<file path="src/rtl/imem_pkg.sv">
// imem_pkg
// Shared definitions for the instruction-memory programming path:
// memory geometry and the arbiter phase encoding seen on mode_o.
package imem_pkg;

  localparam int IMEM_ADDR_W = 14;
  localparam int IMEM_DATA_W = 32;

  // Phase encoding; the numeric values are visible on mode_o.
  typedef enum logic [1:0] {
    RUN     = 2'd0,
    DRAIN   = 2'd1,
    PROG    = 2'd2,
    RELEASE = 2'd3
  } imem_state_e;

endpackage

</file>
<file path="src/rtl/imem_prog_arbiter.sv">
// imem_prog_arbiter
// Shares the single-port instruction memory between instruction fetch and
// the UART programmer. Fetch owns the memory in RUN; a programming request
// stalls fetch, lets the in-flight read finish (DRAIN), then hands the port
// to the programmer (PROG). After programming the CPU stays in reset for a
// fixed window (RELEASE) before fetch resumes.
//
// Ports:
//   clk_i, reset_n_i          clock, asynchronous active-low reset
//   fetch_addr_i              fetch word address
//   fetch_stall_o             fetch must hold pc (every phase but RUN)
//   prog_start_i/prog_done_i  programmer phase pulses
//   prog_wen_i/addr/data      programmer write strobe, address and data
//   prog_ack_o                pulses when an accepted word is written
//   mem_we_o/addr_o/wdata_o   memory port A
//   cpu_reset_o               reset to fetch/PC logic
//   mode_o                    current phase
//   word_cnt_o                words accepted in current/last PROG phase
//   err_o                     sticky: write attempted outside PROG
module imem_prog_arbiter
  import imem_pkg::*;
#(
  parameter int ADDR_W      = IMEM_ADDR_W,
  parameter int DATA_W      = IMEM_DATA_W,
  parameter int RELEASE_CYC = 2
) (
  input  logic              clk_i,
  input  logic              reset_n_i,
  input  logic [ADDR_W-1:0] fetch_addr_i,
  output logic              fetch_stall_o,
  input  logic              prog_start_i,
  input  logic              prog_wen_i,
  input  logic [ADDR_W-1:0] prog_addr_i,
  input  logic [DATA_W-1:0] prog_data_i,
  input  logic              prog_done_i,
  output logic              prog_ack_o,
  output logic              mem_we_o,
  output logic [ADDR_W-1:0] mem_addr_o,
  output logic [DATA_W-1:0] mem_wdata_o,
  output logic              cpu_reset_o,
  output logic [1:0]        mode_o,
  output logic [ADDR_W:0]   word_cnt_o,
  output logic              err_o
);

  localparam int REL_W = $clog2(RELEASE_CYC + 1);
  localparam logic [ADDR_W:0] CNT_MAX = {1'b1, {ADDR_W{1'b0}}};

  imem_state_e       state_q, state_d;
  logic [REL_W-1:0]  rel_cnt_q, rel_cnt_d;
  logic              cpu_reset_q;
  logic              wr_pend_q;
  logic [ADDR_W-1:0] wr_addr_q;
  logic [DATA_W-1:0] wr_data_q;
  logic [ADDR_W:0]   word_cnt_q;
  logic              err_q;
  logic              capture;

  // Writes are only accepted while the programmer owns the memory; a word
  // arriving together with prog_done_i is still taken.
  assign capture = prog_wen_i && (state_q == PROG);

  // Next-phase logic. RELEASE counts down from RELEASE_CYC so the CPU reset
  // window is exactly RELEASE_CYC cycles long.
  always_comb begin
    state_d   = state_q;
    rel_cnt_d = rel_cnt_q;
    unique case (state_q)
      RUN:   if (prog_start_i) state_d = DRAIN;
      DRAIN: state_d = PROG;
      PROG: begin
        if (prog_done_i) begin
          state_d   = RELEASE;
          rel_cnt_d = REL_W'(RELEASE_CYC);
        end
      end
      RELEASE: begin
        if (rel_cnt_q <= REL_W'(1)) begin
          state_d   = RUN;
          rel_cnt_d = '0;
        end else begin
          rel_cnt_d = rel_cnt_q - REL_W'(1);
        end
      end
      default: state_d = RUN;
    endcase
  end

  // Phase register. cpu_reset is registered from the next phase so that it
  // falls in the same cycle fetch_stall_o does on RELEASE -> RUN.
  always_ff @(posedge clk_i or negedge reset_n_i) begin
    if (!reset_n_i) begin
      state_q     <= RUN;
      rel_cnt_q   <= '0;
      cpu_reset_q <= 1'b0;
    end else begin
      state_q     <= state_d;
      rel_cnt_q   <= rel_cnt_d;
      cpu_reset_q <= (state_d == PROG) || (state_d == RELEASE);
    end
  end

  // One-entry write register; the pending flag is the write pulse itself.
  // Reset drops any pending word so it is never written.
  always_ff @(posedge clk_i or negedge reset_n_i) begin
    if (!reset_n_i) begin
      wr_pend_q <= 1'b0;
      wr_addr_q <= '0;
      wr_data_q <= '0;
    end else begin
      wr_pend_q <= capture;
      if (capture) begin
        wr_addr_q <= prog_addr_i;
        wr_data_q <= prog_data_i;
      end
    end
  end

  // Word counter cleared on DRAIN -> PROG, saturating at 2^ADDR_W; the
  // sticky error flags writes attempted while the programmer lacks the port.
  always_ff @(posedge clk_i or negedge reset_n_i) begin
    if (!reset_n_i) begin
      word_cnt_q <= '0;
      err_q      <= 1'b0;
    end else begin
      if (state_q == DRAIN) begin
        word_cnt_q <= '0;
      end else if (capture && (word_cnt_q != CNT_MAX)) begin
        word_cnt_q <= word_cnt_q + 1'b1;
      end
      if (prog_wen_i && (state_q != PROG)) begin
        err_q <= 1'b1;
      end
    end
  end

  assign fetch_stall_o = (state_q != RUN);
  assign mode_o        = state_q;
  assign cpu_reset_o   = cpu_reset_q;
  assign mem_we_o      = wr_pend_q;
  assign prog_ack_o    = wr_pend_q;
  assign mem_addr_o    = wr_pend_q ? wr_addr_q : fetch_addr_i;
  assign mem_wdata_o   = wr_data_q;
  assign word_cnt_o    = word_cnt_q;
  assign err_o         = err_q;

endmodule
</file>
<file path="config.mk">
export PLATFORM = sky130hd
export DESIGN_NAME = imem_prog_arbiter
export DESIGN_NICKNAME = d
export VERILOG_FILES = /design/src/rtl/imem_pkg.sv /design/src/rtl/imem_prog_arbiter.sv
export SDC_FILE = /design/constraint.sdc
export NUM_CORES = 1
export LEC_CHECK = 0
export ABC_AREA = 1
export ABC_CLOCK_PERIOD_IN_PS = 1650
export CAP_MARGIN = 20
export CELL_PAD_IN_SITES_DETAIL_PLACEMENT = 1
export CELL_PAD_IN_SITES_GLOBAL_PLACEMENT = 1
export CORE_MARGIN = 2
export CORE_UTILIZATION = 30
export CTS_BUF_LIST = sky130_fd_sc_hd__clkbuf_4 sky130_fd_sc_hd__clkbuf_8 sky130_fd_sc_hd__clkbuf_16
export CTS_CLUSTER_DIAMETER = 40
export CTS_CLUSTER_SIZE = 24
export DETAILED_ROUTE_END_ITERATION = 8
export PLACE_DENSITY = 0.91
export SYNTH_ARGS = -nofsm -noshare
export SYNTH_HDL_FRONTEND = slang
export SYNTH_SLANG_ARGS = --single-unit
</file>
<file path="constraint.sdc">
create_clock -name clk_i -period 1.65 [get_ports clk_i]
set_clock_uncertainty 0.1 [all_clocks]
set_input_delay 0.2475 -clock clk_i [delete_from_list [all_inputs] [get_ports clk_i]]
set_output_delay 0.2475 -clock clk_i [all_outputs]
set_load 0.02 [all_outputs]
</file>
## Yosys cells after proc, flatten, opt, wreduce, memory -nomap -nowiden

Cells that the tools add are included.

| word-level totals | value |
|---|---|
| register bits | 68 |
| input port bits | 65 |
| logic and storage cells | 38 |

| operators by class | value |
|---|---|
| add/sub/neg operators | 2 |
| order comparisons | 1 |
| equality and inequality tests | 8 |
| muxes and demuxes | 10 |
| reductions and logical operators | 9 |

Operators with widths:

| kind | count |
|---|---|
| $mux 15 | 2 |
| $add 15x1->15 const B | 1 |
| $ne 15x15->1 const B | 1 |
| $mux 14 | 1 |
| $mux 2 | 5 |
| $eq 2x2->1 const B | 4 |
| $pmux 2 s4 | 1 |
| $reduce_bool 2->1 | 3 |
| $ne 2x2->1 const B | 2 |
| $pmux 2 s2 | 1 |
| $logic_and 1x1->1 | 3 |
| $eq 2x1->1 const B | 1 |
| $le 2x1->1 const B | 1 |
| $logic_not 2->1 | 1 |
| $reduce_and 2->1 | 1 |
| $sub 2x1->2 const B | 1 |
| $logic_or 1x1->1 | 1 |

## Depth between registers and ports, before layout

| logic depth | value |
|---|---|
| depth after elaboration | 5 |
| depth in mapped cells | 13 |
| mapped depth without buffers | 12 |

## Worst setup path after synthesis

OpenSTA, ideal clock, no wires.

| timing path | value |
|---|---|
| path kind | register to register |
| start | register word_cnt_q[0] (netlist: word_cnt_o[0]) |
| end | register word_cnt_q[11] (netlist: word_cnt_o[11]) |
| setup time | 118 ps |
| arrival time | 1434 ps |
| path slack | -2 ps |
| stages on the path, launching flop included | 14 |
| buffers on the path | 1 |
| clock period less this slack | 1652 ps |
| path through | dfrtp_1 inv_1 ha_1 nand2_1 inv_1 nand2_1 nor2_4 nand2_2 nand2_2 nand2_4 inv_2 buf_6 nand2_1 nand2_1 |

| on the way | value |
|---|---|
| cells in the longest elaborated chain, start to end | 3 |

Ends and longest elaborated chain:

| element | RTL line | source |
|---|---|---|
| start: declaration | imem_prog_arbiter.sv:55 | `logic [ADDR_W:0] word_cnt_q;` |
| start signal: assignment | imem_prog_arbiter.sv:129 | `word_cnt_q <= word_cnt_q + 1'b1;` |
| $add 15x1->15 or $ne 15x15->1 (tied branches) | imem_prog_arbiter.sv:129, imem_prog_arbiter.sv:128 |  |
| $mux 15 or $logic_and 1x1->1 (tied branches) | imem_prog_arbiter.sv:128 | `end else if (capture && (word_cnt_q != CNT_MAX)) begin` |
| $mux 15 or $reduce_bool 2->1 (tied branches) | - |  |

Several ways; a longest one is shown, not always the timed one. The select of a mux whose other input is x is not followed.
A chain may end at the register's enable or synchronous reset.

## Worst setup path after layout

| timing path | value |
|---|---|
| start | register wr_pend_q (netlist: mem_we_o) |
| end | output mem_addr_o[1] |

| on the way | value |
|---|---|
| cells in the longest elaborated chain, start to end | 1 |

Ends and longest elaborated chain:

| element | RTL line | source |
|---|---|---|
| start: declaration | imem_prog_arbiter.sv:52 | `logic wr_pend_q;` |
| start signal: assignment | imem_prog_arbiter.sv:111 | `wr_pend_q <= capture;` |
| $mux 14 | imem_prog_arbiter.sv:142 | `assign mem_addr_o = wr_pend_q ? wr_addr_q : fetch_addr_i;` |
| end: declaration | imem_prog_arbiter.sv:38 | `output logic [ADDR_W-1:0] mem_addr_o,` |

No other way between the ends.

==> results by group <==
Clock tree
  – Number of buffers created by CTS: 9
  – Worst-Skew Late Latency: 340 ps
  – Clock Root Buffer: clkbuf_8
  – Max clock buf depth: 2
  – Clock Pin Slew Worst Setup and Hold Paths: 80 ps
  – H-tree Lvls: 3
  – Clock sinks: 68
  – CTS tree: yes

Routing
  – Initial DRT Pass Iterations: 4
  – Final WL: 11,700 µm
  – Initial drt markers: 136
  – Drt via density: 4.70
  – DRC viols: 0
  – ANT nets after route: 0
  – Via count: 3,321
  – Avg WL per Cell: 16.6 µm

Timing
  – Fin crit share: 1.11
  – Slew @ Worst Pin: 526 ps
  – Slew Viols, Final: 0
  – Slew margin rel.: 0.650
  – Final Hold Fails: 0
  – Final min period: 1830 ps
  – Max Fclk: 0.548 GHz
  – RSZ-0062 raised after global routing: yes
  – Post-route setup slack: -176 ps
  – # setup viols final: 14
  – Hold_ws: 307 ps
  – Setup TNS: -1640 ps

Worst setup path
  – CP Capture Type: primary output
  – Reg2reg start: word_cnt_o[0]
  – Flop2flop setup slack: 30 ps
  – R2R Path End: word_cnt_o[11]
  – Crit path DAT: 1480 ps
  – CP Max Fanout: 7
  – Startpoint Class: register
  – Crit Path Class: reg2out
  – R2R depth: 9
  – Req. time, crit path: 1300 ps

Floorplanning
  – Die Y: 107 µm
  – Io pins: 133
  – # rows: 37
  – Die X: 107 µm
  – Initial Util: 0.310
  – Core Area: 0.0104 mm²
  – Die Area: 0.0115 mm²

Finish
  – Area delta synth->final: 68.3%
  – Final #Nets: 633
  – Final Instance Count excl. Fillers: 707
  – Design Area, Final: 0.00541 mm²
  – Share of layout cells above drive strength 1: 0.243
  – Ant diodes: 0
  – Fillers: 1,240

Logic synthesis
  – YS warnings: 0
  – Seq cells post-synth: 68
  – Area leader, netlist: dfrtp_1
  – Number of synthesized flops with an enable pin: 0
  – Post-synthesis sequential area ratio: 0.530
  – Yosys top cell area share: 0.530
  – Post-Syn Area: 0.00321 mm²
  – Most numerous cell in the Yosys netlist: nand2_1
  – Unique masters post-synth: 27
  – Syn nets: 458
  – Synth top cells by count: nand2_1, dfrtp_1, nor2_1
  – Mean Syn Cell Area: 8.21 µm²
  – Synth area leaders: dfrtp_1, nand2_1, mux2_2, nor2_1, nand4_1
  – FFs w/ async S/R, synth: 1.00
  – Synth Flop Type: dfrtp_1
  – Syn Inst Count: 391

Power and ir drop
  – Comb pwr share: 0.488
  – Leak: 2.78 nW
  – Pwr Density: 1620 mW/mm²
  – Net Sw Frac: 0.402
  – Clk network pwr share: 0.202
  – Sw power: 3.53 mW
  – Int Power: 5.25 mW
  – Seq pwr share: 0.310
  – Worst VDD drop: 0.782 mV

Global route
  – Global Route met2 Usage: 0.373
  – Vias in the first global route: 3,687
  – Initial antenna violation count: 0
  – GRT busiest layer: met2
  – Grt met1 use: 0.221
  – First-pass GRT wire length: 17,700 µm
  – Largest net degree at the start of global routing: 42
  – Total track usage: 0.196
  – Grt ovf: 0
  – Met3 Usage GRT: 0.0448

Run status
  – Status: finished with violations
  – Failing checks: setup timing

Place
  – # placed instances: 669
  – GPL Wtd Cong: 0.832
  – I/O Buffers: 132
  – Detailed Place HPWL: 8150 µm
  – Placed cell area: 0.00484 mm²

Worst hold path
  – HP Class: in2async

Run
  – Max cap viols: 0
==> power groups by stage <==
stage / Sequential, mW / Combinational, mW / Clock [mW]
finish: 2.72 / 4.28 / 1.77
global route: 2.80 / 4.64 / 1.90
CTS: 2.71 / 3.90 / 1.82
detailed placement: 2.76 / 4.08 / 0
global placement: 2.71 / 3.90 / 0
floorplan: 3.24 / 1.50 / 0
==> how the worst max path moves through the flow <==
stage,from,slack [ps],cells after the start,to
floorplan,word_cnt_o[1],40,13,word_cnt_o[11]
global placement,fetch_addr_i[13],-160,3,mem_addr_o[13]
detailed placement,fetch_addr_i[11],-170,3,mem_addr_o[11]
CTS,mem_we_o,-230,4,mem_addr_o[1]
global route,mem_we_o,-240,4,mem_addr_o[1]
finish,mem_we_o,-180,4,mem_addr_o[1]
==> cell usage in the layout, fill, tap and decap left out, types with 2 or more instances in the layout <==
cell type and instances:
buf_12 6, buf_2 5, buf_4 32, buf_6 18, bufinv_16 3, clkbuf_8 11
clkdlybuf4s15_1 2, clkdlybuf4s50_1 63, dfrtp_1 59, dfrtp_2 9, dlygate4sd2_1 48, ha_4 2
inv_1 11, inv_2 7, mux2_2 8, mux2_4 6, nand2_1 190, nand2_2 10
nand2_4 3, nand3_1 11, nand4_1 11, nor2_1 22, nor2_2 3, nor2_4 5
o211ai_1 3, o21ai_2 2, xnor2_1 2, xor2_1 4
==> registers in the layout (all words and copies together), names as in the netlist <==
name	count
mem_we_o	1
cpu_reset_o	1
word_cnt_o	15
wr_addr_q	14
rel_cnt_q	2
err_o	1
mem_wdata_o	32
mode_o	2
==> worst max-delay path: stages, from the launching register on <==
cell     delay [ps]
dfrtp_2         450
buf_12          150
buf_4           130
mux2_2          270
buf_6           130
==> timing repair <==
item,CTS,global route
pin swaps,5,13
hold buffers,1,0
buffers inserted,12,8
endpoints found under the hold margin,18,0
cloned,0,1
endpoints found under the setup margin,81,67
resized for setup,133,67
==> routing by layer <==
metal / share of wire / vias to the layer above
met5: 0 / -
met4: 0.011 / 0
met3: 0.060 / 13
met2: 0.53 / 110
met1: 0.39 / 1633
li1: - / 1565
==> stage by stage <==
step | setup WS (ps) | util | power [mW]
6_report | -176 | 0.521 | 8.78
4_1_cts | -225 | 0.495 | 8.44
2_1_floorplan | 35.3 | - | 4.75
5_1_grt | -243 | 0.521 | 9.33
3_5_place_dp | -167 | 0.466 | 6.83
3_3_place_gp | -158 | 0.466 | 6.60
==> cells by family after synthesis <==
family	synth area share
flops	0.530
xor+xnor	0.0164
compound gates	0.0206
simple gates	0.328
fa+ha+maj	0.00779
mux	0.0491
buf+inv	0.0483
==> cell type report <==
type | count | area (µm²) | share of cell area
repair buffers | 178 | 1710 | 0.317
inverters | 20 | 85.1 | 0.0157
clock inverters | 5 | 106 | 0.0197
well taps | 136 | 170 | 0.0315
multi-input cells | 289 | 1470 | 0.272
flip-flops and latches | 68 | 1710 | 0.317
clock buffers | 11 | 151 | 0.0280
(Power assumes the default switching activity.)
